<file path="src/rtl/axi_lite_cmd_master.sv">
// axi_lite_cmd_master
// Single-outstanding AXI4-Lite master. It turns a cmd/rsp handshake into one
// AXI-Lite register read or write. A watchdog turns a hung slave into an
// error response, so the issuing logic cannot deadlock.
module axi_lite_cmd_master #(
  parameter int         DATA_WIDTH     = 32,
  parameter int         ADDR_WIDTH     = 32,
  parameter int         TIMEOUT_CYCLES = 1024,
  parameter logic [2:0] AXI_PROT       = 3'b000
) (
  input  logic                      clk,
  input  logic                      rst_n,

  input  logic                      cmd_valid,
  output logic                      cmd_ready,
  input  logic                      cmd_write,
  input  logic [ADDR_WIDTH-1:0]     cmd_addr,
  input  logic [DATA_WIDTH-1:0]     cmd_wdata,
  input  logic [DATA_WIDTH/8-1:0]   cmd_wstrb,

  output logic                      rsp_valid,
  input  logic                      rsp_ready,
  output logic [DATA_WIDTH-1:0]     rsp_rdata,
  output logic [1:0]                rsp_resp,
  output logic                      rsp_timeout,

  output logic                      m_axi_awvalid,
  input  logic                      m_axi_awready,
  output logic [ADDR_WIDTH-1:0]     m_axi_awaddr,
  output logic [2:0]                m_axi_awprot,
  output logic                      m_axi_wvalid,
  input  logic                      m_axi_wready,
  output logic [DATA_WIDTH-1:0]     m_axi_wdata,
  output logic [DATA_WIDTH/8-1:0]   m_axi_wstrb,
  input  logic                      m_axi_bvalid,
  output logic                      m_axi_bready,
  input  logic [1:0]                m_axi_bresp,
  output logic                      m_axi_arvalid,
  input  logic                      m_axi_arready,
  output logic [ADDR_WIDTH-1:0]     m_axi_araddr,
  output logic [2:0]                m_axi_arprot,
  input  logic                      m_axi_rvalid,
  output logic                      m_axi_rready,
  input  logic [DATA_WIDTH-1:0]     m_axi_rdata,
  input  logic [1:0]                m_axi_rresp
);

  // The counter must be able to hold TIMEOUT_CYCLES. When the watchdog is disabled,
  // it keeps a single bit so that no zero-width vector is declared.
  localparam int               CNT_W    = (TIMEOUT_CYCLES > 0) ? $clog2(TIMEOUT_CYCLES + 1) : 1;
  localparam logic [CNT_W-1:0] WD_LIMIT = CNT_W'(TIMEOUT_CYCLES);
  localparam bit               WD_EN    = (TIMEOUT_CYCLES > 0);

  typedef enum logic [2:0] {
    IDLE,
    WADDR,
    WRESP,
    RADDR,
    RDATA,
    RESP
  } state_t;

  state_t           state;
  logic [CNT_W-1:0] wd_cnt;
  logic             busy;
  logic             wd_fire;
  logic             aw_ok;
  logic             w_ok;

  assign cmd_ready    = (state == IDLE);
  assign m_axi_bready = (state == WRESP);
  assign m_axi_rready = (state == RDATA);
  assign m_axi_awprot = AXI_PROT;
  assign m_axi_arprot = AXI_PROT;

  assign busy    = (state == WADDR) || (state == WRESP) || (state == RADDR) || (state == RDATA);
  assign wd_fire = WD_EN && busy && (wd_cnt == WD_LIMIT);

  // A channel counts as done when it is no longer pending or its handshake occurs this cycle.
  assign aw_ok = !m_axi_awvalid || m_axi_awready;
  assign w_ok  = !m_axi_wvalid  || m_axi_wready;

  // Transaction FSM. It registers every AXI valid, every payload and every response field,
  // and runs the watchdog. If the watchdog fires in the same cycle as a slave handshake,
  // the watchdog takes priority.
  always_ff @(posedge clk or negedge rst_n) begin
    if (!rst_n) begin
      state         <= IDLE;
      wd_cnt        <= '0;
      m_axi_awvalid <= 1'b0;
      m_axi_awaddr  <= '0;
      m_axi_wvalid  <= 1'b0;
      m_axi_wdata   <= '0;
      m_axi_wstrb   <= '0;
      m_axi_arvalid <= 1'b0;
      m_axi_araddr  <= '0;
      rsp_valid     <= 1'b0;
      rsp_rdata     <= '0;
      rsp_resp      <= 2'b00;
      rsp_timeout   <= 1'b0;
    end else begin
      if (busy && (wd_cnt != '1)) begin
        wd_cnt <= wd_cnt + CNT_W'(1);
      end

      if (wd_fire) begin
        m_axi_awvalid <= 1'b0;
        m_axi_wvalid  <= 1'b0;
        m_axi_arvalid <= 1'b0;
        rsp_valid     <= 1'b1;
        rsp_timeout   <= 1'b1;
        rsp_resp      <= 2'b10;
        rsp_rdata     <= '0;
        state         <= RESP;
      end else begin
        case (state)
          IDLE: begin
            if (cmd_valid) begin
              wd_cnt      <= '0;
              rsp_timeout <= 1'b0;
              if (cmd_write) begin
                m_axi_awaddr  <= cmd_addr;
                m_axi_wdata   <= cmd_wdata;
                m_axi_wstrb   <= cmd_wstrb;
                m_axi_awvalid <= 1'b1;
                m_axi_wvalid  <= 1'b1;
                state         <= WADDR;
              end else begin
                m_axi_araddr  <= cmd_addr;
                m_axi_arvalid <= 1'b1;
                state         <= RADDR;
              end
            end
          end
          WADDR: begin
            if (m_axi_awvalid && m_axi_awready) m_axi_awvalid <= 1'b0;
            if (m_axi_wvalid && m_axi_wready)   m_axi_wvalid  <= 1'b0;
            if (aw_ok && w_ok) state <= WRESP;
          end
          WRESP: begin
            if (m_axi_bvalid) begin
              rsp_resp    <= m_axi_bresp;
              rsp_rdata   <= '0;
              rsp_timeout <= 1'b0;
              rsp_valid   <= 1'b1;
              state       <= RESP;
            end
          end
          RADDR: begin
            if (m_axi_arready) begin
              m_axi_arvalid <= 1'b0;
              state         <= RDATA;
            end
          end
          RDATA: begin
            if (m_axi_rvalid) begin
              rsp_rdata   <= m_axi_rdata;
              rsp_resp    <= m_axi_rresp;
              rsp_timeout <= 1'b0;
              rsp_valid   <= 1'b1;
              state       <= RESP;
            end
          end
          RESP: begin
            if (rsp_ready) begin
              rsp_valid <= 1'b0;
              state     <= IDLE;
            end
          end
          default: state <= IDLE;
        endcase
      end
    end
  end

endmodule

</file>
<file path="config.mk">
export PLATFORM = sky130hd
export DESIGN_NAME = axi_lite_cmd_master
export DESIGN_NICKNAME = d
export VERILOG_FILES = /design/src/rtl/axi_lite_cmd_master.sv
export SDC_FILE = /design/constraint.sdc
export NUM_CORES = 1
export LEC_CHECK = 0
export ABC_CLOCK_PERIOD_IN_PS = 3600
export CAP_MARGIN = 20
export CELL_PAD_IN_SITES_DETAIL_PLACEMENT = 1
export CELL_PAD_IN_SITES_GLOBAL_PLACEMENT = 2
export CORE_MARGIN = 5
export CORE_UTILIZATION = 44
export CTS_CLUSTER_SIZE = 40
export DETAILED_ROUTE_END_ITERATION = 12
export DONT_BUFFER_PORTS = 1
export GPL_ROUTABILITY_DRIVEN = 0
export GPL_TIMING_DRIVEN = 1
export PLACE_DENSITY_LB_ADDON = 0.1
export REMOVE_ABC_BUFFERS = 1
export SLEW_MARGIN = 40
export SYNTH_ARGS = -nofsm -noshare
export SYNTH_HDL_FRONTEND = slang
export SYNTH_SLANG_ARGS = --single-unit
</file>
<file path="constraint.sdc">
create_clock -name clk -period 3.6 [get_ports clk]
set_clock_uncertainty 0.1 [all_clocks]
set_input_delay 0.18 -clock clk [delete_from_list [all_inputs] [get_ports clk]]
set_output_delay 0.18 -clock clk [all_outputs]
set_load 0.02 [all_outputs]
</file>
# After elaboration in Yosys (flattened, before gate mapping)
# Index checks and enable logic that the tools add are counted.
[word_totals]
word_cells = 104
ff_bits = 153
out_inout_bits = 148
[classes]
n_bitwise = 2
n_addsub = 1
reduce_logical = 27
eq_ne = 17
mux = 44
[op_table]
columns = ["op", "count"]
rows = [
  ["two-way mux 32 bit", 3],
  ["one-hot mux 32 bit (2 select lines)", 1],
  ["two-way mux 11 bit", 4],
  ["AND reduction 4 bit", 7],
  ["two-way mux 3 bit", 7],
  ["!= test 3 x 2 -> 1 bit (second input constant)", 7],
  ["two-way mux 1 bit", 18],
  ["one-hot mux 3 bit (6 select lines)", 1],
  ["adder 11 x 1 -> 11 bit (second input constant)", 1],
  ["equality test 11 bit (second input constant)", 1],
  ["!= test 11 bit (second input constant)", 1],
  ["nonzero test 3 bit", 3],
  ["two-way mux 2 bit", 4],
  ["nonzero test 4 bit", 2],
  ["equality test 3 x 2 -> 1 bit (second input constant)", 2],
  ["equality test 3 bit (second input constant)", 2],
  ["!= test 3 bit (second input constant)", 2],
  ["one-hot mux 1 bit (2 select lines)", 3],
  ["one-hot mux 1 bit (3 select lines)", 2],
  ["AND reduction 6 bit", 1],
  ["logical AND 1 bit", 5],
  ["logical OR 1 bit", 5],
  ["one-hot mux 2 bit (2 select lines)", 1],
  ["equality test 3 x 1 -> 1 bit (second input constant)", 1],
  ["5 further kinds", 7],
]

# Longest topological paths before layout
[logic_depth]
word_depth = 9
mapped_depth = 8
ltp_nobuf = 6

# Worst setup path before layout
# Ideal clock, no wire load.
[synth_timing]
kind = "register to register"
startpoint = "register state[1]"
endpoint = "register rsp_rdata[6]"
t_arrival_ps = 1811
setup_time_ps = 66
stages_incl_launch_ff = 6
slack_ps = 1623
cell_sequence = "dfrtp_1 clkbuf_1 nor3_2 nor3b_2 buf_2 a22o_1"
[synth_lines]
columns = ["element", "line", "source"]
rows = [
  ["from (decl)", "63", "state_t state;"],
  ["from (signal assigned)", "88", "state <= IDLE;"],
  ["from (signal assigned)", "114", "state <= RESP;"],
  ["from (signal assigned)", "127", "state <= WADDR;"],
  ["equality test 3 bit *", "n/a", ""],
  ["named net m_axi_rready", "43", "output logic m_axi_rready,"],
  ["logical OR 1 bit", "76", "assign busy = (state == WADDR) || (state == WRESP) || (state == RADDR) || (state == RDATA);"],
  ["logical AND 1 bit", "77", "assign wd_fire = WD_EN && busy && (wd_cnt == WD_LIMIT);"],
  ["!= test 3 x 2 -> 1 bit (no line) / nonzero test 3 bit (equally long branches)", "n/a", ""],
  ["AND reduction 3 bit (no line)", "n/a", ""],
  ["to (signal assigned)", "157", "rsp_rdata <= m_axi_rdata;"],
  ["to (decl)", "23", "output logic [DATA_WIDTH-1:0] rsp_rdata,"],
]
# The timed path passes the listed nets; every way through them passes the cells marked *.
# A chain may end at the register's enable or synchronous reset.

# Worst setup path in the final report
[layout_timing]
startpoint = "register state[0]"
endpoint = "register m_axi_wstrb[3]"
[layout_lines]
columns = ["element", "line", "source"]
rows = [
  ["logical NOT 3 bit", "n/a", ""],
  ["named net cmd_ready", "15", "output logic cmd_ready,"],
  ["AND reduction 4 bit (no line)", "n/a", ""],
  ["to (signal assigned)", "124", "m_axi_wstrb <= cmd_wstrb;"],
  ["to (decl)", "34", "output logic [DATA_WIDTH/8-1:0] m_axi_wstrb,"],
]
# The timed path passes the listed nets, and every way through them passes these cells.

==> results.rst <==
.. list-table::
   :header-rows: 1

   * - Metric
     - Value
   * - Number of failing setup endpoints in the final timing report
     - 0
   * - Number of cells on the worst reg-to-reg path
     - 6
   * - Result of the run
     - finished with violations
   * - Worst reg2reg startpoint
     - state[0]
   * - Avg WL per Cell
     - approximately 24 um
   * - Critical path required time
     - 3810 ps
   * - Overall die area
     - roughly 17000 sq um
   * - Final clock period utilization by the worst path
     - 75.0%
   * - Worst setup path end
     - m_axi_wstrb[3]
   * - Area of the multi-input gates
     - 2500 sq um
   * - Element type at the critical path end
     - flip-flop
   * - Post-synthesis average cell area
     - 14.7 sq um
   * - Maximum number of pins on one net before global-route repair
     - 154
   * - Sum of overflow across all layers after global routing
     - 0
   * - Number of hold buffers added after cts
     - about 110
   * - Buffers on Ports
     - 0
   * - Setup repair after global routing missed its margin
     - false
   * - Launching element type of the critical path
     - flip-flop
   * - Number of fill cells in the layout
     - 1377
   * - Initial antenna violation count
     - 1
   * - Most used routing layer in global routing
     - met2
   * - Buffer count from post-CTS setup fixing
     - 0
   * - Most common cell after layout, fill and taps aside
     - sky130_fd_sc_hd__dfrtp_1
   * - Asr flop ratio synth
     - 100%
   * - Number of library cell types mapped by synthesis
     - 60
   * - Buffer type at the clock tree root
     - sky130_fd_sc_hd__clkbuf_16
   * - Top_reg_cell synth
     - sky130_fd_sc_hd__dfrtp_1
   * - Vias post-DR
     - 4153
   * - Final hold vios
     - approximately 150
   * - Worst-case setup margin in the final layout
     - 899 ps
   * - Vias in the first global route
     - 4697
   * - Number of warnings reported in the yosys synthesis log
     - 0
   * - Leakage power
     - a little under 4 nW
   * - Number of pins with negative max-slew slack in the final report
     - 0
   * - Number of top-level pins
     - 262
   * - Leading cell types in the layout, fill and taps excluded
     - sky130_fd_sc_hd__dfrtp_1 (153), sky130_fd_sc_hd__dlygate4sd3_1 (109), sky130_fd_sc_hd__mux2_4 (68), sky130_fd_sc_hd__a22o_1 (32), sky130_fd_sc_hd__mux2_2 (32)
   * - Upper clock frequency limit
     - 370 MHz
   * - Number of synthesized register bits
     - 153
   * - Post-CTS sizing
     - 0
   * - Wire length of the first global-routing pass
     - 28.8 mm
   * - Vertical die dimension
     - around 130 um
   * - Gate count after technology mapping
     - 445
   * - Power per cell area
     - 979 nW/um^2
   * - Worst flop-to-flop path endpoint
     - m_axi_wstrb[3]
   * - Placed wire-length estimate after detailed placement
     - 11.1 mm
   * - Final #Nets
     - 668
   * - Effective utilization at floorplan
     - between 40% and 50%
   * - Number of standard-cell rows in the floorplan
     - 44
   * - GR Layer Usage met3
     - 9.73%
   * - Register cell area after layout
     - 3830 sq um
   * - Chip Width
     - 132 um
   * - Reg-to-reg slack, setup
     - ~900 ps
   * - Signed area change from the synthesized netlist to the final layout
     - 27.9%
   * - TritonCTS clock tree
     - done
   * - Total track usage
     - 21.1%
   * - Fraction of final layout cells with drive strength greater than 1
     - 26.7%
   * - Remaining routing DRC violations
     - 0
   * - Worst Path Max Fanout
     - 70
   * - Worst-case hold slack
     - -649 ps
   * - Worst Max-Slew Pin Slew
     - 612 ps
   * - Arrival time at the worst endpoint
     - 2910 ps
   * - Clock tree sinks
     - 153
   * - Violated checks
     - hold timing
   * - Peak supply drop
     - ~430 uV
   * - Count of flip-flops with a built-in enable after synthesis
     - 0
   * - Met1 usage
     - between 20% and 30%
   * - Worst setup path startpoint
     - state[0]
   * - Number of maximum-capacitance constraint violations
     - 0
   * - Total negative slack for setup checks
     - 0 ps
   * - Detail-routed via count per cell
     - 5.54
   * - Mapped cell area
     - 6550 sq um
   * - Start-to-end type of the worst setup path
     - flip-flop to flip-flop
   * - Post-layout min period
     - around 2700 ps
   * - Total core area
     - between 10000 and 15000 sq um
   * - Max clock buf depth
     - 2
   * - Detailed-route wire length
     - between 15 and 20 mm
   * - Post-place setup slack
     - 983 ps
   * - 1st-pass router iterations
     - 4
   * - Type of the worst min-delay path
     - primary input to async pin
   * - TritonCTS buffer count
     - 17
   * - Remaining max-slew budget at the tightest pin
     - 58.8%
   * - Share of the yosys chip area belonging to registers
     - 58.5%
   * - Antenna viol nets, final
     - 0
   * - Iteration-0 DRC count of the detailed router
     - between 200 and 250
   * - Clock-pin slew of the registers on the worst-case setup and hold paths
     - 60 ps
   * - Later-pin clock latency in the skew report
     - 420 ps
   * - Met2 layer usage reported by global route
     - about 36%
   * - H-tree levels
     - 4
==> layout make-up <==
cell class                      count  area share (%)
Timing Repair Buffer              114            13.6
Multi-Input combinational cell    257            29.8
Clock buffer                       20            5.45
Antenna cell                        1          0.0299
Tap cell                          184            2.75
Sequential cell                   153            45.7
Clock inverter                     12            2.24
Inverter                            9           0.403
==> worst min-delay path by stage <==
stage                      from               to  slack, ps  depth (start not counted)
after floorplan           rst_n  m_axi_araddr[0]       -220                          0
after global placement    rst_n        wd_cnt[7]       -210                          0
after detailed placement  rst_n       wd_cnt[10]       -210                          0
after CTS                 rst_n       wd_cnt[10]       -670                          0
after global routing      rst_n       wd_cnt[10]       -680                          0
final                     rst_n       wd_cnt[10]       -650                          0
==> worst max-delay path, cell delays in order, from the launching register on <==
cell                      delay [ps]
sky130_fd_sc_hd__dfrtp_1         600
sky130_fd_sc_hd__or3_4           490
sky130_fd_sc_hd__inv_2           140
sky130_fd_sc_hd__and2_1          430
sky130_fd_sc_hd__nand2_4          90
sky130_fd_sc_hd__buf_12          240
sky130_fd_sc_hd__mux2_4          390
==> synthesized netlist by cell type (2+ instances only) <==
master / instances / area [sq um]
sky130_fd_sc_hd__a31oi_1: 3 / 18.8
sky130_fd_sc_hd__clkbuf_1: 2 / 7.51
sky130_fd_sc_hd__o41ai_1: 3 / 26.3
sky130_fd_sc_hd__or4_1: 2 / 15.0
sky130_fd_sc_hd__nand2b_1: 3 / 18.8
sky130_fd_sc_hd__a21oi_1: 9 / 45.0
sky130_fd_sc_hd__nand3_1: 9 / 45.0
sky130_fd_sc_hd__nor2_1: 11 / 41.3
sky130_fd_sc_hd__and2_1: 3 / 18.8
sky130_fd_sc_hd__mux2_2: 32 / 360
sky130_fd_sc_hd__and3_1: 2 / 12.5
sky130_fd_sc_hd__mux2i_1: 4 / 40.0
sky130_fd_sc_hd__buf_4: 10 / 75.1
sky130_fd_sc_hd__nor4b_1: 5 / 43.8
sky130_fd_sc_hd__o22ai_1: 2 / 12.5
sky130_fd_sc_hd__nand2_1: 12 / 45.0
sky130_fd_sc_hd__buf_2: 10 / 50.1
sky130_fd_sc_hd__inv_1: 7 / 26.3
sky130_fd_sc_hd__o21ai_0: 7 / 35.0
sky130_fd_sc_hd__inv_2: 2 / 7.51
sky130_fd_sc_hd__buf_6: 7 / 78.8
sky130_fd_sc_hd__ha_1: 2 / 25.0
sky130_fd_sc_hd__mux2_4: 68 / 1020
sky130_fd_sc_hd__dfrtp_1: 153 / 3830
sky130_fd_sc_hd__nor3_1: 5 / 25.0
sky130_fd_sc_hd__and4_1: 2 / 17.5
sky130_fd_sc_hd__a22o_1: 32 / 280
sky130_fd_sc_hd__nand4_1: 6 / 37.5
==> where the power goes <==
group	switching (mW)	total [mW]	leakage (nW)	internal, mW
Combinational	0.816	2.00	1.70	1.19
Sequential	1.74	4.25	1.90	2.51
Clock	0.737	1.95	0.314	1.21
==> flip-flops by register name, indices dropped and copies added, names as in the netlist <==
name           flops
rsp_rdata         32
m_axi_wdata       32
m_axi_araddr      32
state              3
rsp_timeout        1
rsp_resp           2
m_axi_wvalid       1
m_axi_arvalid      1
wd_cnt            11
rsp_valid          1
m_axi_wstrb        4
m_axi_awaddr      32
m_axi_awvalid      1
==> cells by family after synthesis <==
logic type      Yosys count  synth area share [%]
flops                   153                  58.5
other cells               1                0.0573
compound gates           72                  8.69
buf+inv                  40                  3.88
simple gates             72                  6.67
mux                     105                  21.9
fa+ha+maj                 2                 0.382
==> per-stage QoR <==
stage	cells	instance area, sq um	hold slack [ps]	util, %	power [mW]
after CTS	749	8380	-667	57.4	8.22
after global routing	750	8380	-681	57.4	8.62
final	750	8380	-649	57.4	8.20
after detailed placement	608	6640	-211	45.5	6.11
after floorplan	419	6350	-216	-	5.49
after global placement	608	6640	-211	45.5	6.05
==> layer usage <==
layer / vias up / routed length, um
met5: - / 0
met4: 0 / 185
met3: 15 / 1720
met2: 152 / 9680
met1: 2144 / 6760
li1: 1842 / -
(Power assumes the default switching activity.)
